===== config.mk =====
export PLATFORM = sky130hd
export DESIGN_NAME = dac_ad53x8_serial
export DESIGN_NICKNAME = d
export VERILOG_FILES = /design/src/rtl/dac_ad53x8_serial.sv
export SDC_FILE = /design/constraint.sdc
export NUM_CORES = 1
export LEC_CHECK = 0
export CELL_PAD_IN_SITES_DETAIL_PLACEMENT = 1
export CELL_PAD_IN_SITES_GLOBAL_PLACEMENT = 2
export CORE_ASPECT_RATIO = 0.5
export CORE_UTILIZATION = 32
export CTS_CLUSTER_DIAMETER = 100
export DETAILED_ROUTE_END_ITERATION = 10
export PLACE_DENSITY = 0.87
export SYNTH_ARGS = -nofsm -noshare
export SYNTH_HDL_FRONTEND = slang
export SYNTH_SLANG_ARGS = --single-unit

===== constraint.sdc =====
create_clock -name SCLK -period 6.6 [get_ports SCLK]
set_clock_uncertainty 0.15 [all_clocks]
set_input_delay 0.99 -clock SCLK [delete_from_list [all_inputs] [get_ports SCLK]]
set_output_delay 0.99 -clock SCLK [all_outputs]
set_load 0.1 [all_outputs]

===== src/rtl/dac_ad53x8_serial.sv =====
// Serial-interface model of an AD53x8-style octal DAC register file.
// A 16-bit SYNC_b-framed word is shifted in on SCLK and executed on its 16th bit.
module dac_ad53x8_serial #(
   parameter int N_CH   = 8,
   parameter int DATA_W = 10
) (
   input  logic                     SCLK,
   input  logic                     RST,
   input  logic                     SYNC_b,
   input  logic                     DIN,
   input  logic                     LDAC_b,
   output logic [N_CH*DATA_W-1:0]   VOUT,
   output logic [N_CH-1:0]          PD,
   output logic [1:0]               GAIN,
   output logic [1:0]               BUF,
   output logic [1:0]               VDD_REF,
   output logic                     UPDATE,
   output logic                     FRAME_ERR
);

   // state | meaning
   // IDLE  | waiting for SYNC_b sampled low
   // SHIFT | capturing bits 15..0, count = bits captured so far
   // HOLD  | frame executed, waiting for SYNC_b high; extra bits ignored

   typedef enum logic [1:0] {
      ST_IDLE  = 2'd0,
      ST_SHIFT = 2'd1,
      ST_HOLD  = 2'd2
   } state_t;

   localparam logic [1:0] MODE_LOW    = 2'b00;
   localparam logic [1:0] MODE_HIGH   = 2'b01;
   localparam logic [1:0] MODE_SINGLE = 2'b10;
   localparam logic [3:0] N_CH_L      = 4'(N_CH);

   state_t              state_q, state_d;
   logic [4:0]          cnt_q, cnt_d;
   logic [14:0]         sr_q, sr_d;
   logic [DATA_W-1:0]   in_q  [N_CH];
   logic [DATA_W-1:0]   in_d  [N_CH];
   logic [DATA_W-1:0]   dac_q [N_CH];
   logic [DATA_W-1:0]   dac_d [N_CH];
   logic [N_CH-1:0]     pd_q, pd_d;
   logic [1:0]          gain_q, gain_d;
   logic [1:0]          bufc_q, bufc_d;
   logic [1:0]          vref_q, vref_d;
   logic [1:0]          mode_q, mode_d;
   logic                upd_q, upd_d;
   logic                ferr_q, ferr_d;

   logic [15:0]         w;
   logic [2:0]          addr;
   logic                exec;
   logic                load;

   always_comb begin
      w       = {sr_q, DIN};
      addr    = w[14:12];
      exec    = 1'b0;
      state_d = state_q;
      cnt_d   = cnt_q;
      sr_d    = sr_q;
      in_d    = in_q;
      dac_d   = dac_q;
      pd_d    = pd_q;
      gain_d  = gain_q;
      bufc_d  = bufc_q;
      vref_d  = vref_q;
      mode_d  = mode_q;
      upd_d   = 1'b0;
      ferr_d  = 1'b0;

      case (state_q)
         ST_IDLE: begin
            if (!SYNC_b) begin
               sr_d    = {sr_q[13:0], DIN};
               cnt_d   = 5'd1;
               state_d = ST_SHIFT;
            end
         end
         ST_SHIFT: begin
            if (SYNC_b) begin
               state_d = ST_IDLE;
               cnt_d   = 5'd0;
               ferr_d  = 1'b1;
            end else begin
               sr_d  = {sr_q[13:0], DIN};
               cnt_d = cnt_q + 5'd1;
               if (cnt_q == 5'd15) begin
                  exec    = 1'b1;
                  state_d = ST_HOLD;
               end
            end
         end
         ST_HOLD: begin
            if (SYNC_b) begin
               state_d = ST_IDLE;
               cnt_d   = 5'd0;
            end else if (cnt_q == 5'd16) begin
               ferr_d = 1'b1;
               cnt_d  = 5'd17;
            end
         end
         default: begin
            state_d = ST_IDLE;
            cnt_d   = 5'd0;
         end
      endcase

      // Loads copy the pre-edge input registers; a frame executed on the
      // same edge is therefore only visible at the following load.
      load = (mode_q == MODE_LOW) || !LDAC_b || (mode_q == MODE_SINGLE);
      if (load) begin
         dac_d = in_q;
         upd_d = 1'b1;
         if (mode_q == MODE_SINGLE) mode_d = MODE_HIGH;
      end

      if (exec) begin
         if (!w[15]) begin
            if ({1'b0, addr} >= N_CH_L) begin
               ferr_d = 1'b1;
            end else begin
               for (int i = 0; i < N_CH; i++) begin
                  if ({1'b0, addr} == 4'(i)) in_d[i] = w[11 -: DATA_W];
               end
            end
         end else begin
            case (w[14:13])
               2'b00: begin
                  vref_d = w[1:0];
                  bufc_d = w[3:2];
                  gain_d = w[5:4];
               end
               2'b01: begin
                  if (w[1:0] != 2'b11) mode_d = w[1:0];
               end
               2'b10: pd_d = w[N_CH-1:0];
               default: begin
                  for (int i = 0; i < N_CH; i++) begin
                     in_d[i]  = '0;
                     dac_d[i] = '0;
                  end
                  upd_d = 1'b0;
                  if (w[12]) begin
                     gain_d = 2'b00;
                     bufc_d = 2'b00;
                     vref_d = 2'b00;
                     pd_d   = '0;
                     mode_d = MODE_HIGH;
                  end
               end
            endcase
         end
      end
   end

   always_ff @(posedge SCLK or posedge RST) begin
      if (RST) begin
         state_q <= ST_IDLE;
         cnt_q   <= 5'd0;
         sr_q    <= '0;
         in_q    <= '{default: '0};
         dac_q   <= '{default: '0};
         pd_q    <= '0;
         gain_q  <= 2'b00;
         bufc_q  <= 2'b00;
         vref_q  <= 2'b00;
         mode_q  <= MODE_HIGH;
         upd_q   <= 1'b0;
         ferr_q  <= 1'b0;
      end else begin
         state_q <= state_d;
         cnt_q   <= cnt_d;
         sr_q    <= sr_d;
         in_q    <= in_d;
         dac_q   <= dac_d;
         pd_q    <= pd_d;
         gain_q  <= gain_d;
         bufc_q  <= bufc_d;
         vref_q  <= vref_d;
         mode_q  <= mode_d;
         upd_q   <= upd_d;
         ferr_q  <= ferr_d;
      end
   end

   // Powered-down channels read zero but keep their DAC code.
   always_comb begin
      VOUT = '0;
      for (int i = 0; i < N_CH; i++) begin
         VOUT[i*DATA_W +: DATA_W] = pd_q[i] ? '0 : dac_q[i];
      end
   end

   assign PD        = pd_q;
   assign GAIN      = gain_q;
   assign BUF       = bufc_q;
   assign VDD_REF   = vref_q;
   assign UPDATE    = upd_q;
   assign FRAME_ERR = ferr_q;

endmodule


==> out/qor.yml <==
yosys:
  ys_warn_count: 0
  synth_seq_area_share: 0.5836
  syn_area_um2: 8578
  yosys.cell_types.count: 43
  synthTopCellsByArea: "dfrtp_1 (58%), nand2_1 (11%), nor2b_1 (5.8%)"
  syn_inst: 887
  synthesis.nets: 904
  synthTopCellsByCount: "nand2_1 (253), dfrtp_1 (199), o21ai_0 (87)"
  synth_top_area_share: 0.5805
  synth_top_area_cell: "dfrtp_1"
  syn_area_per_cell_um2: 9.671
  synth_seq_cells: 200
  synth_top_flop_cell: "dfrtp_1"
  synth-async-reset-ratio: 1.000
  synth.most_common_cell: "nand2_1"
  synth-edff-count: 0
power_and_ir_drop:
  p_sw_w: 0.0009182
  cellLeakagePower_nw: 4.582
  p_int_w: 0.001928
  seq_power_share: 0.483
  pwr-share-comb: 0.159
  clockPowerShare: 0.359
  cellPowerDensity_nw_per_um2: 274.4
  p_total_w: 0.002846
  peakVddDrop_mv: 0.1631
  power_switching_share: 0.3226
floorplanning:
  die-height_um: 117.8
  fp.coreArea_um2: 25750
  row_count: 41
  initial_core_util: 0.3331
  dieArea_um2: 27510
  die_x_um: 233.5
  ioPinCount: 101
global_route:
  grt_pass1_vias: 6784
  grt_max_degree: 116
  grt_pass1_wl_um: 37570
  grt_overflow: 0
  grt_usage: 0.1752
  antenna_found_initial: 0
drt:
  wl_met1_um: 10760
  dr_wl_met2_um: 11700
  post_drt_wl_per_cell_um: 17.74
  drt_iter0_drc: 337
  dr_wl_met3_um: 622
  ant_nets: 0
  wl_um: 23260
  routed.top_layer: "met4"
  viasPerCell: 4.947
  via_count: 6485
  dr.pass1.iters: 7
  drc: 8
setup_path:
  start_kind: "flop"
  crit_chain: "nor2b_1, clkdlybuf4s50_1"
  worst-setup-path-type: "reg -> out"
  cp_top_family: "buffers and inverters"
  crit_path_top_delay_cell: "clkdlybuf4s50_1"
  regToRegSetupSlack_ns: 3.23
  cp.required_ns: 5.46
  reg2reg_from: "cnt_q[1]$_DFFE_PP0P_"
  crit_path_end_kind: "output port"
  crit_fanout: 12
  critPathMaxStageDelay_ns: 1.17
  startpoint: "PD[3]$_DFFE_PP0P_"
  crit_buf_inv: 1
  arrival_ns: 2.39
timing:
  hold_viol_final: 0
  fin_setup_tns_ns: 0
  layout_worst_path_cycle_share: 0.5349
  slew_violations: 0
  timing.fmax_mhz: 283.2
  finalHoldWorstSlack_ns: 0.3327
  fin_crit_ns: 3.530
  worst_pin_slew_ns: 1.304
  relSlewSlack: 0.1295
  finalSetupViolations: 0
  rsz0062_at_grt: "false"
clocking:
  numCtsBuffers: 17
  clk_transition_reported_paths_ns: 0.08
  cts-resized-gates: 0
  cts_tree: "built"
  cts_max_level: 4
  post_cts_buffers: 0
  ctsHoldBuffers: 0
  cts_sinks: 200
  cts_root_buffer: "clkbuf_16"
  clk_latency_ns: 0.43
  clockBufferDepth: 2
outcome:
  violations: "design-rule violations"
  status: "complete, but fails checks"
worst_hold_path:
  hp-class: "reg -> reg"
  hp-start: "in_q[36]$_DFFE_PP0P_"
layout:
  fillerInstances: 2920
  area_growth_pct: 20.92
  fin_nets: 969
  drive_gt1_frac: 0.06736
  final_util: 0.4028
placed_design:
  hpwlAfterDp_um: 15010
  port_buffers: 100
  place_congestion: 0.7709
flow_run:
  timing.max_cap.violations: 0
-- worst reg2reg max path, stage by stage, from the launching register on --
cell and delay (ns):
dfrtp_1 0.40, ha_1 0.21, and3_1 0.18, ha_1 0.53, nand4b_4 0.27, nor2_4 0.81
buf_4 0.55, a21oi_1 0.13
-- area by class of cell --
type / count / area, µm² / share of cell area
Clock buffer: 18 / 429.2 / 0.04138
Sequential cell: 200 / 5006 / 0.4826
Multi-Input combinational cell: 612 / 3243 / 0.3127
Timing Repair Buffer: 109 / 1069 / 0.1030
Tap cell: 344 / 430.4 / 0.04150
Antenna cell: 2 / 5.005 / 0.0004825
Inverter: 12 / 52.55 / 0.005066
Clock inverter: 14 / 137.6 / 0.01327
-- metal layers --
layer,GRT usage,vias to the layer above
li1,-,3053
met1,0.2341,3338
met2,0.2933,82
met3,0.03101,12
met4,0.04343,0
met5,0,-
-- metrics by stage --
step	std cells	cell area, µm²	worst slack (ns)
after floorplan	887	8578	0.007644
after global placement	1277	9782	2.923
after detailed placement	1277	9782	2.811
after CTS	1309	10350	3.038
after global routing	1309	10370	2.904
final	1311	10370	3.070
-- sequential cells by signal (all words and copies together) (netlist names) --
signal	count
BUF	2
sr_q	15
UPDATE	1
PD	8
FRAME_ERR	1
VDD_REF	2
mode_q	2
cnt_q	5
dac_q	80
GAIN	2
state_q	2
in_q	80
-- power by group through the flow --
stage	registers (W)	clock network [W]	logic (W)
after floorplan	0.00136	0	0.000287
after global placement	0.00139	0	0.000431
after detailed placement	0.00140	0	0.000446
after CTS	0.00137	0.00104	0.000452
after global routing	0.00139	0.00109	0.000489
final	0.00137	0.00102	0.000451
-- path summary, 6_finish.rpt --
check,end,cells after the start
max,VOUT[34],2
min,in_q[36]$_DFFE_PP0P_,2
max reg2reg,dac_q[5]$_DFF_PP0_,7
min reg2reg,in_q[36]$_DFFE_PP0P_,2
max in group asynchronous,sr_q[0]$_DFFE_PP0P_,3
min in group asynchronous,dac_q[24]$_DFF_PP0_,2
-- kinds of logic (layout without fill, tap and decap cells) --
| group | Yosys count | count (layout) | synth area share |
|---|---|---|---|
| compound gates | 211 | 211 | 0.1371 |
| fa+ha+maj | 12 | 12 | 0.01750 |
| buf+inv | 75 | 153 | 0.04157 |
| flops | 200 | 200 | 0.5836 |
| mux | 13 | 13 | 0.01692 |
| other cells | 0 | 2 | 0 |
| simple gates | 376 | 376 | 0.2033 |
-- layout by cell type, fill, tap and decap left out, types with 2 or more instances in the layout --
| cell | count |
|---|---|
| and2_1 | 2 |
| and3b_1 | 3 |
| nor2b_1 | 80 |
| inv_6 | 7 |
| clkinv_4 | 3 |
| nand3b_1 | 2 |
| nand2_1 | 252 |
| a22o_1 | 14 |
| inv_1 | 11 |
| o2111ai_1 | 4 |
| nor2_1 | 6 |
| mux2_2 | 12 |
| nand3_1 | 2 |
| nor3b_1 | 3 |
| o2111ai_2 | 3 |
| a21boi_0 | 2 |
| ha_1 | 12 |
| o21ai_0 | 87 |
| diode_2 | 2 |
| buf_4 | 9 |
| nand2b_1 | 13 |
| clkinvlp_4 | 2 |
| o41ai_1 | 3 |
| clkbuf_16 | 17 |
| o21a_1 | 2 |
| clkdlybuf4s50_1 | 100 |
| o21ai_1 | 5 |
| dfrtp_1 | 199 |
| nor3_1 | 2 |
| a21oi_1 | 84 |
No activity file was read; power rests on OpenSTA's default activity.
